[config.mk]
export PLATFORM = sky130hd
export DESIGN_NAME = fault_sim_bist
export DESIGN_NICKNAME = d
export VERILOG_FILES = /design/src/rtl/fault_sim_bist.sv
export SDC_FILE = /design/constraint.sdc
export NUM_CORES = 1
export LEC_CHECK = 0
export ABC_AREA = 1
export BUFFER_PORTS_ARGS = -buffer_cell sky130_fd_sc_hd__buf_2
export CORE_AREA = 2 2 75 77
export DETAILED_ROUTE_END_ITERATION = 8
export DIE_AREA = 0 0 77 79
export MAX_ROUTING_LAYER = met4
export SLEW_MARGIN = 40
export SYNTH_ARGS = -nofsm -noshare
export SYNTH_HDL_FRONTEND = slang
export SYNTH_SLANG_ARGS = --single-unit
[constraint.sdc]
create_clock -name clk_i -period 2.09 [get_ports clk_i]
set_input_delay 0.3135 -clock clk_i [delete_from_list [all_inputs] [get_ports clk_i]]
set_output_delay 0.3135 -clock clk_i [all_outputs]
set_load 0.005 [all_outputs]
[src/rtl/fault_sim_bist.sv]
// ----------------------------------------------------------------------------
// fault_sim_bist
//
// Purpose:
//   Stuck-at fault-detection sequencer for combinational units under test.
//   One stimulus vector drives a fault-free UUT and its fault-injected twin.
//   Their outputs are compared once the vector has been held for SETTLE+1
//   cycles. The block counts compared and mismatching vectors and records the
//   first detecting vector. Patterns come from an exhaustive counter or from a
//   maximal-length Fibonacci LFSR. A run can optionally halt on the first
//   detection.
//
// Ports:
//   clk_i            rising-edge clock
//   rst_ni           asynchronous active-low reset
//   start_i          run request, honoured only when idle or done
//   mode_i           0 = exhaustive counter, 1 = LFSR (sampled with start)
//   stop_on_first_i  halt at the first mismatch (sampled with start)
//   good_out_i       output of the fault-free UUT
//   fault_out_i      output of the faulty UUT
//   vec_out_o        stimulus vector driving both UUTs
//   busy_o           run in progress
//   done_o           run finished, held until the next start
//   detected_o       at least one mismatch seen this run
//   first_vec_o      first vector that produced a mismatch
//   mismatch_cnt_o   number of mismatching vectors
//   vec_cnt_o        number of vectors compared
// ----------------------------------------------------------------------------
module fault_sim_bist #(
   parameter int              N_IN       = 4,
   parameter int              N_OUT      = 1,
   parameter int              SETTLE     = 1,
   parameter logic [N_IN-1:0] LFSR_TAPS  = 4'b1001,
   parameter logic [N_IN-1:0] LFSR_SEED  = 4'b0001
) (
   input  logic              clk_i,
   input  logic              rst_ni,
   input  logic              start_i,
   input  logic              mode_i,
   input  logic              stop_on_first_i,
   input  logic [N_OUT-1:0]  good_out_i,
   input  logic [N_OUT-1:0]  fault_out_i,
   output logic [N_IN-1:0]   vec_out_o,
   output logic              busy_o,
   output logic              done_o,
   output logic              detected_o,
   output logic [N_IN-1:0]   first_vec_o,
   output logic [N_IN:0]     mismatch_cnt_o,
   output logic [N_IN:0]     vec_cnt_o
);

   // An all-zero seed would lock the LFSR, so it is replaced by 1.
   localparam logic [N_IN-1:0] SEED_EFF  = (LFSR_SEED == '0) ? N_IN'(1) : LFSR_SEED;
   localparam logic [3:0]      HOLD_LAST = 4'(SETTLE);
   localparam logic [N_IN:0]   CNT_ONE   = (N_IN+1)'(1);
   localparam logic [N_IN-1:0] VEC_ONE   = N_IN'(1);

   typedef enum logic [1:0] {
      IDLE  = 2'd0,
      APPLY = 2'd1,
      DONE  = 2'd2
   } state_e;

   state_e            state_q;
   logic              mode_q;
   logic              stop_q;
   logic [3:0]        hold_q;
   logic [N_IN-1:0]   vec_q;
   logic              busy_q;
   logic              done_q;
   logic              detected_q;
   logic [N_IN-1:0]   firstVec_q;
   logic [N_IN:0]     misCnt_q;
   logic [N_IN:0]     vecCnt_q;

   logic [N_IN-1:0]   lfsrNext_d;
   logic [N_IN-1:0]   vec_d;
   logic              last_d;
   logic              mis_d;
   logic              compare_d;

   // Successor vector and end-of-run detection. In LFSR mode the last vector
   // is the one whose successor would wrap back to the seed, which gives
   // 2^N_IN-1 distinct nonzero vectors for a primitive tap mask.
   always_comb begin
      lfsrNext_d = {vec_q[N_IN-2:0], ^(vec_q & LFSR_TAPS)};
      vec_d      = mode_q ? lfsrNext_d : (vec_q + VEC_ONE);
      last_d     = mode_q ? (lfsrNext_d == SEED_EFF) : (&vec_q);
      // A plain inequality; unknown UUT outputs are kept out by the environment.
      mis_d      = (good_out_i != fault_out_i);
      compare_d  = (hold_q == HOLD_LAST);
   end

   // Sequencer: a new run starts only from IDLE or DONE. In APPLY each vector
   // is held until the hold counter reaches SETTLE, compared on that cycle,
   // and then either advanced or the run is closed with vec_out frozen on the
   // last applied vector.
   always_ff @(posedge clk_i or negedge rst_ni) begin
      if (!rst_ni) begin
         state_q    <= IDLE;
         mode_q     <= 1'b0;
         stop_q     <= 1'b0;
         hold_q     <= '0;
         vec_q      <= '0;
         busy_q     <= 1'b0;
         done_q     <= 1'b0;
         detected_q <= 1'b0;
         firstVec_q <= '0;
         misCnt_q   <= '0;
         vecCnt_q   <= '0;
      end else begin
         case (state_q)
            IDLE, DONE: begin
               if (start_i) begin
                  mode_q     <= mode_i;
                  stop_q     <= stop_on_first_i;
                  hold_q     <= '0;
                  vec_q      <= mode_i ? SEED_EFF : '0;
                  busy_q     <= 1'b1;
                  done_q     <= 1'b0;
                  detected_q <= 1'b0;
                  firstVec_q <= '0;
                  misCnt_q   <= '0;
                  vecCnt_q   <= '0;
                  state_q    <= APPLY;
               end
            end
            APPLY: begin
               if (compare_d) begin
                  vecCnt_q <= vecCnt_q + CNT_ONE;
                  if (mis_d) begin
                     misCnt_q <= misCnt_q + CNT_ONE;
                  end
                  if (mis_d && !detected_q) begin
                     firstVec_q <= vec_q;
                     detected_q <= 1'b1;
                  end
                  if (last_d || (stop_q && mis_d)) begin
                     busy_q  <= 1'b0;
                     done_q  <= 1'b1;
                     state_q <= DONE;
                  end else begin
                     vec_q  <= vec_d;
                     hold_q <= '0;
                  end
               end else begin
                  hold_q <= hold_q + 4'd1;
               end
            end
            default: begin
               state_q <= IDLE;
            end
         endcase
      end
   end

   assign vec_out_o      = vec_q;
   assign busy_o         = busy_q;
   assign done_o         = done_q;
   assign detected_o     = detected_q;
   assign first_vec_o    = firstVec_q;
   assign mismatch_cnt_o = misCnt_q;
   assign vec_cnt_o      = vecCnt_q;

endmodule
==> results of run 1 <==
## synth_stat cells (all sizes together)
| cell type | count |
|---|---|
| inv | 18 |
| a22o | 1 |
| xor2 | 5 |
| dfrtp | 29 |
| nand2 | 76 |
| ha | 6 |
| o21ai | 10 |
| xnor2 | 1 |
| or2 | 2 |
| clkinv | 1 |
| nand4 | 2 |
| nor2 | 20 |
| a21oi | 4 |
| nand3 | 19 |
## how the worst min path moves through the flow
stage	from	to	slack [ns]	cells past startpoint
final	rst_ni	vec_out_o[2]$_DFFE_PN0P_	0.05	1
after CTS	rst_ni	vec_out_o[0]$_DFFE_PN0P_	0.07	1
after global routing	rst_ni	vec_out_o[0]$_DFFE_PN0P_	0.1	1
after detailed placement	rst_ni	vec_out_o[2]$_DFFE_PN0P_	0.38	1
after floorplan	rst_ni	busy_o$_DFFE_PN0P_	0.02	0
after global placement	rst_ni	vec_out_o[1]$_DFFE_PN0P_	0.39	1
## worst max-delay path, cell delays in order (launching register included)
cell and delay [ns]:
dfrtp_1 0.44, inv_1 0.11, ha_1 0.20, inv_1 0.05, nor2_1 0.03, nand2_1 0.10
nand4_1 0.11, nand2_1 0.18, nand2_2 0.10, nand2_1 0.07, nand2_1 0.05
## report_power, final
group | leakage [nW] | internal (mW) | switching [mW]
clock | 0.0542 | 0.297 | 0.211
sequential | 0.378 | 0.746 | 0.202
combinational | 0.617 | 0.433 | 0.735
total | 1.05 | 1.48 | 1.15
## stage by stage
stage	utilization [%]	cell area (sq um)	power, mW	setup WS (ns)
after floorplan	-	1530	1.79	0.723
after global placement	32.8	1750	2.14	0.542
after detailed placement	32.8	1750	2.15	0.549
after CTS	34.7	1850	2.67	0.537
after global routing	34.7	1850	2.91	0.350
final	34.7	1850	2.62	0.536
## cell type report
| type | count | area [sq um] | area share [%] |
|---|---|---|---|
| tap | 72 | 90.1 | 4.86 |
| multi-input combinational | 146 | 726 | 39.2 |
| clock buffer | 7 | 96.3 | 5.20 |
| clock inverter | 1 | 5.00 | 0.270 |
| timing repair buffer | 27 | 135 | 7.29 |
| inverter | 19 | 75.1 | 4.05 |
| sequential | 29 | 726 | 39.2 |
## flip-flops by register name, indices dropped and copies added (netlist names)
signal / count
busy_o: 1
detected_o: 1
done_o: 1
first_vec_o: 4
hold_q: 4
mismatch_cnt_o: 5
mode_q: 1
state_q: 2
stop_q: 1
vec_cnt_o: 5
vec_out_o: 4
## cell families after synthesis
family / count (synthesis)
AO/OA/AOI/OAI: 15
XOR/XNOR: 6
adder cells (fa/ha/maj): 6
buffers and inverters: 19
flip-flops: 29
AND/OR/NAND/NOR: 119
## routing by layer
metal | share of wire, % | global-route usage, % | vias up
li1 | - | - | 682
met1 | 47 | 14.4 | 606
met4 | 1.8 | 4.82 | 0
met5 | 0 | - | -
met3 | 5.4 | 3.75 | 7
met2 | 46 | 19.6 | 21
==> key figures, run 1 <==
Status
  • Status: finished, final reports clean

Cells and area
  • Commonest non-fill, non-tap cell in the layout: nand2_1
  • Post-Layout Cell Count: 301
  • Fillers: 603
  • Share of layout cells above drive strength 1: 21.4%
  • Area Overhead vs Synth: 21.4%
  • Antenna diode count: 0
  • Final net count: 241
  • Commonest non-fill, non-tap cells in the layout: nand2_1, dfrtp_1, buf_2

Clock network
  • Max Buffers Root-to-Sink: 2
  • Clk root buf: clkbuf_8
  • H-tree depth: 2
  • Clock latency on the worst-skew pair: 0.28 ns
  • TritonCTS Sinks: 29
  • Total CTS buffers: 5
  • CTS tree: yes
  • CTS resizes: 0
  • Hold_buf cts: 0
  • Post-CTS Setup Inserts: 0
  • Worst-path clk slew: 0.06 ns

Min path
  • Hold WC Path Type: input port to async pin

Routing
  • Drt total wl: 3200 microns
  • Detailed Routing Iterations Pass 1: 4
  • DR vias: 1316
  • Vias per cell: 4.37
  • DRC viols: 0
  • DR WL/cell: 10.6 microns
  • 1st-iter DRT viols: 46
  • Antenna Nets Post-Route: 0

Synth
  • Largest area contributor in the netlist: dfrtp_1
  • Synthesized area: 0.00153 sq mm
  • Adder-cell share of the synthesized area: 4.92%
  • Post-synthesis compound-gate area fraction: 5.90%
  • Share of Yosys cell area claimed by the top area cell type: 47.5%
  • Warnings from Yosys: 0
  • Xor/xnor cell area share of the yosys netlist: 3.44%
  • Synth area leaders: dfrtp_1, nand2_1, nand3_1, ha_1, nor2_1
  • Mean area per synthesized cell: 7.87 sq um
  • Cell variety after synth: 21
  • Synth Area in Simple Gates: 33.3%
  • Largest family of logic cells by synthesized area: simple AND/OR/NAND/NOR gates
  • Seq/Total Area, Yosys: 47.5%
  • Fraction of synthesized area in multiplexers: 0%
  • FF+latch count, synth: 29
  • Cells after Synth: 194
  • Syn Nets: 207

Timing
  • Least-Margin Pin Slew: 0.627 ns
  • Post-Route Skew: 0.00440 ns
  • Slew Limit Fails: 0
  • Setup TNS: 0 ns
  • RSZ-0062 raised after global routing: false
  • Tmin final: 1.55 ns
  • FMAX: 0.643 GHz
  • Tcrit/Tclk final: 74.4%
  • Final setup violation count: 0
  • Relative slew slack: 58.2%
  • Fin. Hold Viols: 0
  • Hold slack: 0.0473 ns

GRT
  • Grt total ovfl: 0
  • GRT Overall Usage: 12.2%
  • Vias in the first global route: 1283
  • Initial antenna violation count: 0
  • Largest net degree at the start of global routing: 30
  • Global-route wire length before repair: 5740 microns

Power and ir drop
  • IR Drop Worst-Case VDD: 399 uV
  • P per Cell Area: 1420 mW/mm^2
  • Leakage: 1.05 nW

Setup path
  • RR Startpoint: vec_out_o[0]$_DFFE_PN0P_
  • Startpoint Class: register
  • CP Class: register to register
  • FF-to-FF path depth: 10
  • CP max FO: 6
  • Reg-to-reg endpoint: vec_out_o[1]$_DFFE_PN0P_
  • WP data required: 2.26 ns
  • Crit path launch: vec_out_o[0]$_DFFE_PN0P_
  • WP data arrival: 1.73 ns
  • Critical Path Sink Type: register
  • Register-to-register setup slack: 0.54 ns
  • CP endpoint: vec_out_o[1]$_DFFE_PN0P_

Placed design
  • Buffers on Ports: 27
  • Placer Congestion: 0.803
  • DP HPWL: 2450 microns
  • Inst Count DP: 293

Floorplan
  • # IOs: 28
  • Core area: 0.00534 sq mm
  • Die W: 77 microns
  • Chip height: 79 microns
  • Die area: 0.00608 sq mm
  • # rows: 27
  • Starting Density: 28.6%

Job
  • Max Cap Viol: 0
Power figures use the tool's default switching activity.
==> inputs of run 2 (changes only) <==
clock period = 1.5 ns   (was 2.09 ns; I/O delays follow)
==> key figures, run 2 (synthesis gave the netlist of run 1 again) <==
Power and ir drop
  • Sequential Power Share: 31.0% (-5.1 points)
  • Leakage: 1.14 nW (+9.0%)
  • Switch share: 44.7% (+1.0 points)
  • Clock power frac: 15.2% (-4.2 points)
  • P_int: 2.28 mW (+55%)
  • Gate power share: 53.8% (+9.3 points)
  • IR Drop Worst-Case VDD: 692 uV (+73%)
  • Switch Pwr: 1.85 mW (+61%)
  • P per Cell Area: 2030 mW/mm^2 (+43%)

Cells and area
  • Final net count: 257 (+6.6%)
  • Antenna diode count: 0 (unchanged)
  • Multi-input gate area: 803 sq um (+11%)
  • Area Overhead vs Synth: 33.5%
  • Commonest non-fill, non-tap cells in the layout: nand2_1, dfrtp_1, buf_2
  • Share of layout cells above drive strength 1: 33.1% (+12 points)
  • Reg area: 728 sq um (+0.34%)
  • Commonest non-fill, non-tap cell in the layout: nand2_1
  • Fin area: 0.00204 sq mm (+10%)
  • Fillers: 585 (-3.0%)

Clock network
  • TritonCTS Sinks: 29 (unchanged)
  • Worst-path clk slew: 0.06 ns (about the same)
  • CTS tree: yes
  • Total CTS buffers: 5 (unchanged)
  • Clock latency on the worst-skew pair: 0.29 ns (about the same)
  • H-tree depth: 2 (unchanged)
  • Clk root buf: clkbuf_8
  • Max Buffers Root-to-Sink: 2 (unchanged)

Min path
  • Hold worst-path end: stop_q$_DFFE_PN0P_
  • Hold depth: 3
  • Hold WC Path Type: input port to register
  • Hold Path Origin: stop_on_first_i

Setup path
  • Critical Path Sink Type: register
  • WP data required: 1.67 ns (-0.59 ns)
  • CP Class: register to register
  • CP max FO: 5 (-1)
  • WP data arrival: 1.58 ns (-0.15 ns)
  • RR Startpoint: vec_out_o[3]$_DFFE_PN0P_
  • Reg-to-reg endpoint: vec_out_o[0]$_DFFE_PN0P_
  • Startpoint Class: register
  • FF-to-FF path depth: 9 (-1)
  • CP cell instances: ha_4 > inv_2 > nor2_2 > nand2_2 > nand4_1 > nand2_2 > nand2_4 > nand2_1 > nand2_1
  • Register-to-register setup slack: 0.1 ns (-0.44 ns)
  • Slowest CP cell: dfrtp_2
  • CP peak stage delay: 0.46 ns (+0.02 ns)

Floorplan
  • Die W: 77 microns (unchanged)
  • Starting Density: 28.6% (unchanged)
  • # rows: 27 (unchanged)
  • Die area: 0.00608 sq mm (unchanged)
  • Core area: 0.00534 sq mm (unchanged)
  • # IOs: 28 (unchanged)
  • Chip height: 79 microns (unchanged)

Routing
  • 1st-iter DRT viols: 85 (+85%)
  • DR vias: 1412 (+7.3%)
  • DRC viols: 0 (unchanged)
  • Drt total wl: 3570 microns (+11%)
  • Antenna Nets Post-Route: 0 (unchanged)
  • Detailed Routing Iterations Pass 1: 4 (unchanged)
  • DR WL/cell: 11.2 microns (+5.8%)
  • Vias per cell: 4.45 (+1.9%)

Status
  • Status: finished, final reports clean

Placed design
  • Placed instance area: 0.00181 sq mm (+3.4%)
  • Placer Congestion: 0.858 (+6.8%)
  • Buffers on Ports: 27 (unchanged)
  • DP HPWL: 2580 microns (+5.3%)
  • Pre-CTS setup slack: -0.0209 ns (-0.570 ns)

Timing
  • Post-Route Skew: 0.00325 ns (-0.00115 ns)
  • FMAX: 0.712 GHz (+11%)
  • Final WS setup: 0.0964 ns (-0.439 ns)
  • Least-Margin Pin Slew: 0.668 ns (+0.0411 ns)
  • Tmin final: 1.40 ns (-0.151 ns)
  • Setup TNS: 0 ns (unchanged)
  • Relative slew slack: 55.5% (-2.7 points)
  • Fin. Hold Viols: 0 (unchanged)
  • Final setup violation count: 0 (unchanged)
  • Slew Limit Fails: 0 (unchanged)
  • Tcrit/Tclk final: 93.6% (+19 points)

Job
  • Max Cap Viol: 0 (unchanged)

GRT
  • Initial antenna violation count: 0 (unchanged)
  • GRT Overall Usage: 13.1% (+0.88 points)
  • Global-route wire length before repair: 6100 microns (+6.3%)
  • Largest net degree at the start of global routing: 30 (unchanged)
  • Grt total ovfl: 0 (unchanged)
  • Vias in the first global route: 1304 (+1.6%)
run 2: cell types whose count changed in the layout (fill, tap and decap cells not counted), moves of 3 or more:
cell	change
buf_4	+15
nand2_1	-9
nand2_2	+6
nand2_4	+3
run 2: per-stage QoR:
stage / hold WS [ns] / instances / power [mW] / util (%)
2_1_floorplan: -0.0706 / 194 / 2.50 / -
3_3_place_gp: 0.303 / 301 / 3.13 / 33.9
3_5_place_dp: 0.306 / 301 / 3.17 / 33.9
4_1_cts: 0.138 / 310 / 3.83 / 35.8
5_1_grt: 0.175 / 317 / 4.53 / 38.2
6_report: 0.138 / 317 / 4.13 / 38.2
run 2: worst max path at each step:
stage | start | endpoint | slack, ns | depth (start not counted)
floorplan | vec_out_o[0]$_DFFE_PN0P_ | vec_out_o[1]$_DFFE_PN0P_ | 0.13 | 10
global placement | hold_q[1]$_DFFE_PN0P_ | mismatch_cnt_o[1]$_DFFE_PN0P_ | 0.002 | 9
detailed placement | hold_q[1]$_DFFE_PN0P_ | mismatch_cnt_o[1]$_DFFE_PN0P_ | -0.02 | 9
CTS | state_q[0]$_DFFE_PN0P_ | mismatch_cnt_o[0]$_DFFE_PN0P_ | 0.03 | 8
global route | hold_q[1]$_DFFE_PN0P_ | first_vec_o[3]$_DFFE_PN0P_ | -0.002 | 9
finish | vec_out_o[3]$_DFFE_PN0P_ | vec_out_o[0]$_DFFE_PN0P_ | 0.1 | 9
run 2: area by class of cell:
cell class / instances / share of cell area [%]
clock inverter: 2 / 0.491
multi-input combinational: 146 / 39.4
timing repair buffer: 43 / 12.6
clock buffer: 6 / 3.56
tap: 72 / 4.42
sequential: 29 / 35.7
inverter: 19 / 3.74
run 2: what timing repair did:
action,in CTS,in global routing
setup buffers,0,7
resized for setup,1,24
hold buffers,1,0
pin swaps,0,9
hold endpoints to repair,21,0
setup endpoints to repair,5,19
cloned,0,0
run 2: critical path, delay by kind of cell (launching register included):
kind | cells | cell delay, ns
buf+inv | 1 | 0.04
flops | 1 | 0.46
fa+ha+maj | 1 | 0.18
simple gates | 7 | 0.61
run 2: layer usage:
layer | vias up | wire (microns) | global-route usage (%)
met5 | - | 0 | -
met4 | 0 | 51 | 4.64
met3 | 11 | 188 | 4.20
met2 | 33 | 1700 | 20.6
met1 | 655 | 1620 | 15.9
li1 | 713 | - | -
run 2: power by group through the flow:
stage	registers [mW]	clock network (mW)	logic (mW)
2_1_floorplan	1.30	0	1.20
3_3_place_gp	1.28	0	1.84
3_5_place_dp	1.29	0	1.88
4_1_cts	1.28	0.641	1.91
5_1_grt	1.32	0.696	2.51
6_report	1.28	0.628	2.22
==> inputs of run 3 (changes only) <==
BUFFER_PORTS_ARGS = -buffer_cell sky130_fd_sc_hd__buf_4   (was -buffer_cell sky130_fd_sc_hd__buf_2)
PLACE_DENSITY = 0.59   (was not set)
==> key figures, run 3 (synthesis gave the netlist of run 1 again) <==
Status
  • Status: finished, final reports clean

Routing
  • DRC viols: 0 (unchanged)
  • Vias per cell: 4.29 (-3.8%)
  • DR vias: 1359 (-3.8%)
  • Drt total wl: 3410 microns (-4.3%)
  • DR WL/cell: 10.8 microns (-4.3%)
  • 1st-iter DRT viols: 69 (-19%)
  • Detailed Routing Iterations Pass 1: 4 (unchanged)
  • Antenna Nets Post-Route: 0 (unchanged)

Clock network
  • Total CTS buffers: 5 (unchanged)
  • Clock latency on the worst-skew pair: 0.28 ns (about the same)
  • H-tree depth: 2 (unchanged)
  • TritonCTS Sinks: 29 (unchanged)
  • Clk root buf: clkbuf_8
  • CTS tree: yes
  • Worst-path clk slew: 0.07 ns (about the same)
  • Max Buffers Root-to-Sink: 2 (unchanged)

Cells and area
  • Post-Layout Cell Count: 317 (unchanged)
  • Commonest non-fill, non-tap cells in the layout: nand2_1, buf_4, dfrtp_1
  • Commonest non-fill, non-tap cell in the layout: nand2_1
  • Final net count: 257 (unchanged)
  • Share of layout cells above drive strength 1: 29.0% (-4.1 points)
  • Antenna diode count: 0 (unchanged)
  • Area Overhead vs Synth: 37.4%

Timing
  • FMAX: 0.722 GHz (+1.3%)
  • Tcrit/Tclk final: 92.4% (-1.2 points)
  • Relative slew slack: 71.0% (+16 points)
  • Final setup violation count: 0 (unchanged)
  • Fin. Hold Viols: 0 (unchanged)
  • Post-Route Skew: 0.00669 ns (+0.00344 ns)
  • Setup TNS: 0 ns (unchanged)
  • Final WS setup: 0.115 ns (+0.0182 ns)
  • Tmin final: 1.39 ns (-0.0182 ns)
  • Slew Limit Fails: 0 (unchanged)
  • RSZ-0062 raised after global routing: true
  • Least-Margin Pin Slew: 0.430 ns (-0.238 ns)

GRT
  • GRT Overall Usage: 12.9% (-0.19 points)
  • Vias in the first global route: 1353 (+3.8%)
  • Global-route wire length before repair: 6070 microns (-0.44%)
  • Largest net degree at the start of global routing: 30 (unchanged)
  • Initial antenna violation count: 0 (unchanged)
  • Grt total ovfl: 0 (unchanged)

Floorplan
  • Core area: 0.00534 sq mm (unchanged)
  • Die W: 77 microns (unchanged)
  • Chip height: 79 microns (unchanged)
  • # rows: 27 (unchanged)
  • # IOs: 28 (unchanged)
  • Starting Density: 28.6% (unchanged)
  • Die area: 0.00608 sq mm (unchanged)

Setup path
  • CP peak stage delay: 0.40 ns (-0.06 ns)
  • WP data arrival: 1.55 ns (-0.03 ns)
  • Startpoint Class: register
  • Critical Path Sink Type: register
  • CP delay by family, top: simple AND/OR/NAND/NOR gates
  • WP data required: 1.66 ns (about the same)
  • CP max FO: 5 (unchanged)
  • Slowest CP cell: dfrtp_1
  • Buffers & Inverters on Critical Path: 1 (unchanged)
  • CP cell instances: ha_1 > nand2_1 > inv_1 > nand2_2 > nand4_1 > nand2_2 > nand2_2 > nand2_1 > nand2_1
  • CP Class: register to register

Placed design
  • DP HPWL: 2560 microns (-0.50%)
  • Pre-CTS setup slack: -0.0139 ns (+0.00705 ns)
  • Buffers on Ports: 27 (unchanged)
  • Inst Count DP: 303 (+0.66%)
  • Placer Congestion: 0.855 (-0.34%)

Job
  • Max Cap Viol: 0 (unchanged)

Power and ir drop
  • Leakage: 1.15 nW (+0.85%)
  • IR Drop Worst-Case VDD: 734 uV (+6.0%)
  • Power Total: 4.27 mW (+3.5%)
  • P per Cell Area: 2040 mW/mm^2 (+0.61%)

Min path
  • Hold WC Path Type: input port to register
==> run 3: cell types whose count changed in the layout (fill, tap and decap cells not counted), moves of 2 or more <==
cell,before,now
buf_2,27,0
nand2_1,64,68
nor2_2,2,0
nand2_4,4,2
nand2_2,8,6
nor2_1,16,18
ha_1,4,6
buf_4,15,42
==> run 3: power by group <==
group / switching [mW] / total, mW / internal [mW]
Sequential: 0.225 / 1.27 / 1.04
Combinational: 1.22 / 2.17 / 0.948
Clock: 0.297 / 0.838 / 0.541
Total: 1.74 / 4.27 / 2.53
==> run 3: worst paths after layout <==
| path | from | end | slack (ns) | cells after the start |
|---|---|---|---|---|
| worst min-delay path | stop_on_first_i | stop_q$_DFFE_PN0P_ | 0.15 | 3 |
| worst min register to register | first_vec_o[1]$_DFFE_PN0P_ | first_vec_o[1]$_DFFE_PN0P_ | 0.48 | 2 |
| min in group asynchronous | rst_ni | first_vec_o[0]$_DFFE_PN0P_ | 0.42 | 2 |
| worst max-delay path | vec_out_o[0]$_DFFE_PN0P_ | vec_out_o[3]$_DFFE_PN0P_ | 0.11 | 9 |
| worst max register to register | vec_out_o[0]$_DFFE_PN0P_ | vec_out_o[3]$_DFFE_PN0P_ | 0.11 | 9 |
| max in group asynchronous | rst_ni | state_q[0]$_DFFE_PN0P_ | 0.78 | 2 |
==> run 3: cell type report <==
class / count / area [sq um]
Fill cell: 579 / 3240
Inverter: 19 / 75.1
Sequential cell: 29 / 727
Clock inverter: 1 / 30.0
Tap cell: 72 / 90.1
Multi-Input combinational cell: 146 / 763
Clock buffer: 7 / 86.3
Timing Repair Buffer: 43 / 325
==> run 3: per-layer routing <==
metal	wire length, microns	vias up	track usage (%)
met5	0	-	-
met4	54	0	5.00
met3	123	7	3.30
met2	1580	22	20.2
met1	1660	620	16.1
li1	-	710	-
==> run 3: stage by stage <==
stage / cell area [sq um] / util (%) / hold WS, ns
global placement: 1890 / 35.5 / 0.180
global route: 2100 / 39.3 / 0.162
floorplan: 1530 / - / -0.0706
detailed placement: 1890 / 35.5 / 0.179
finish: 2100 / 39.3 / 0.147
CTS: 2030 / 38.0 / 0.147
==> run 3: worst reg2reg max path, cell delays in order (launching register included) <==
cell	delay, ns
dfrtp_1	0.40
ha_1	0.22
nand2_1	0.06
inv_1	0.06
nand2_2	0.08
nand4_1	0.13
nand2_2	0.14
nand2_2	0.08
nand2_1	0.06
nand2_1	0.05
==> run 3: timing repair <==
item / in CTS / in global routing
buffers inserted: 0 / 5
endpoints found under the setup margin: 2 / 19
hold buffers: 1 / 0
gates resized for setup: 1 / 10
endpoints found under the hold margin: 29 / 0
pin swaps: 0 / 2
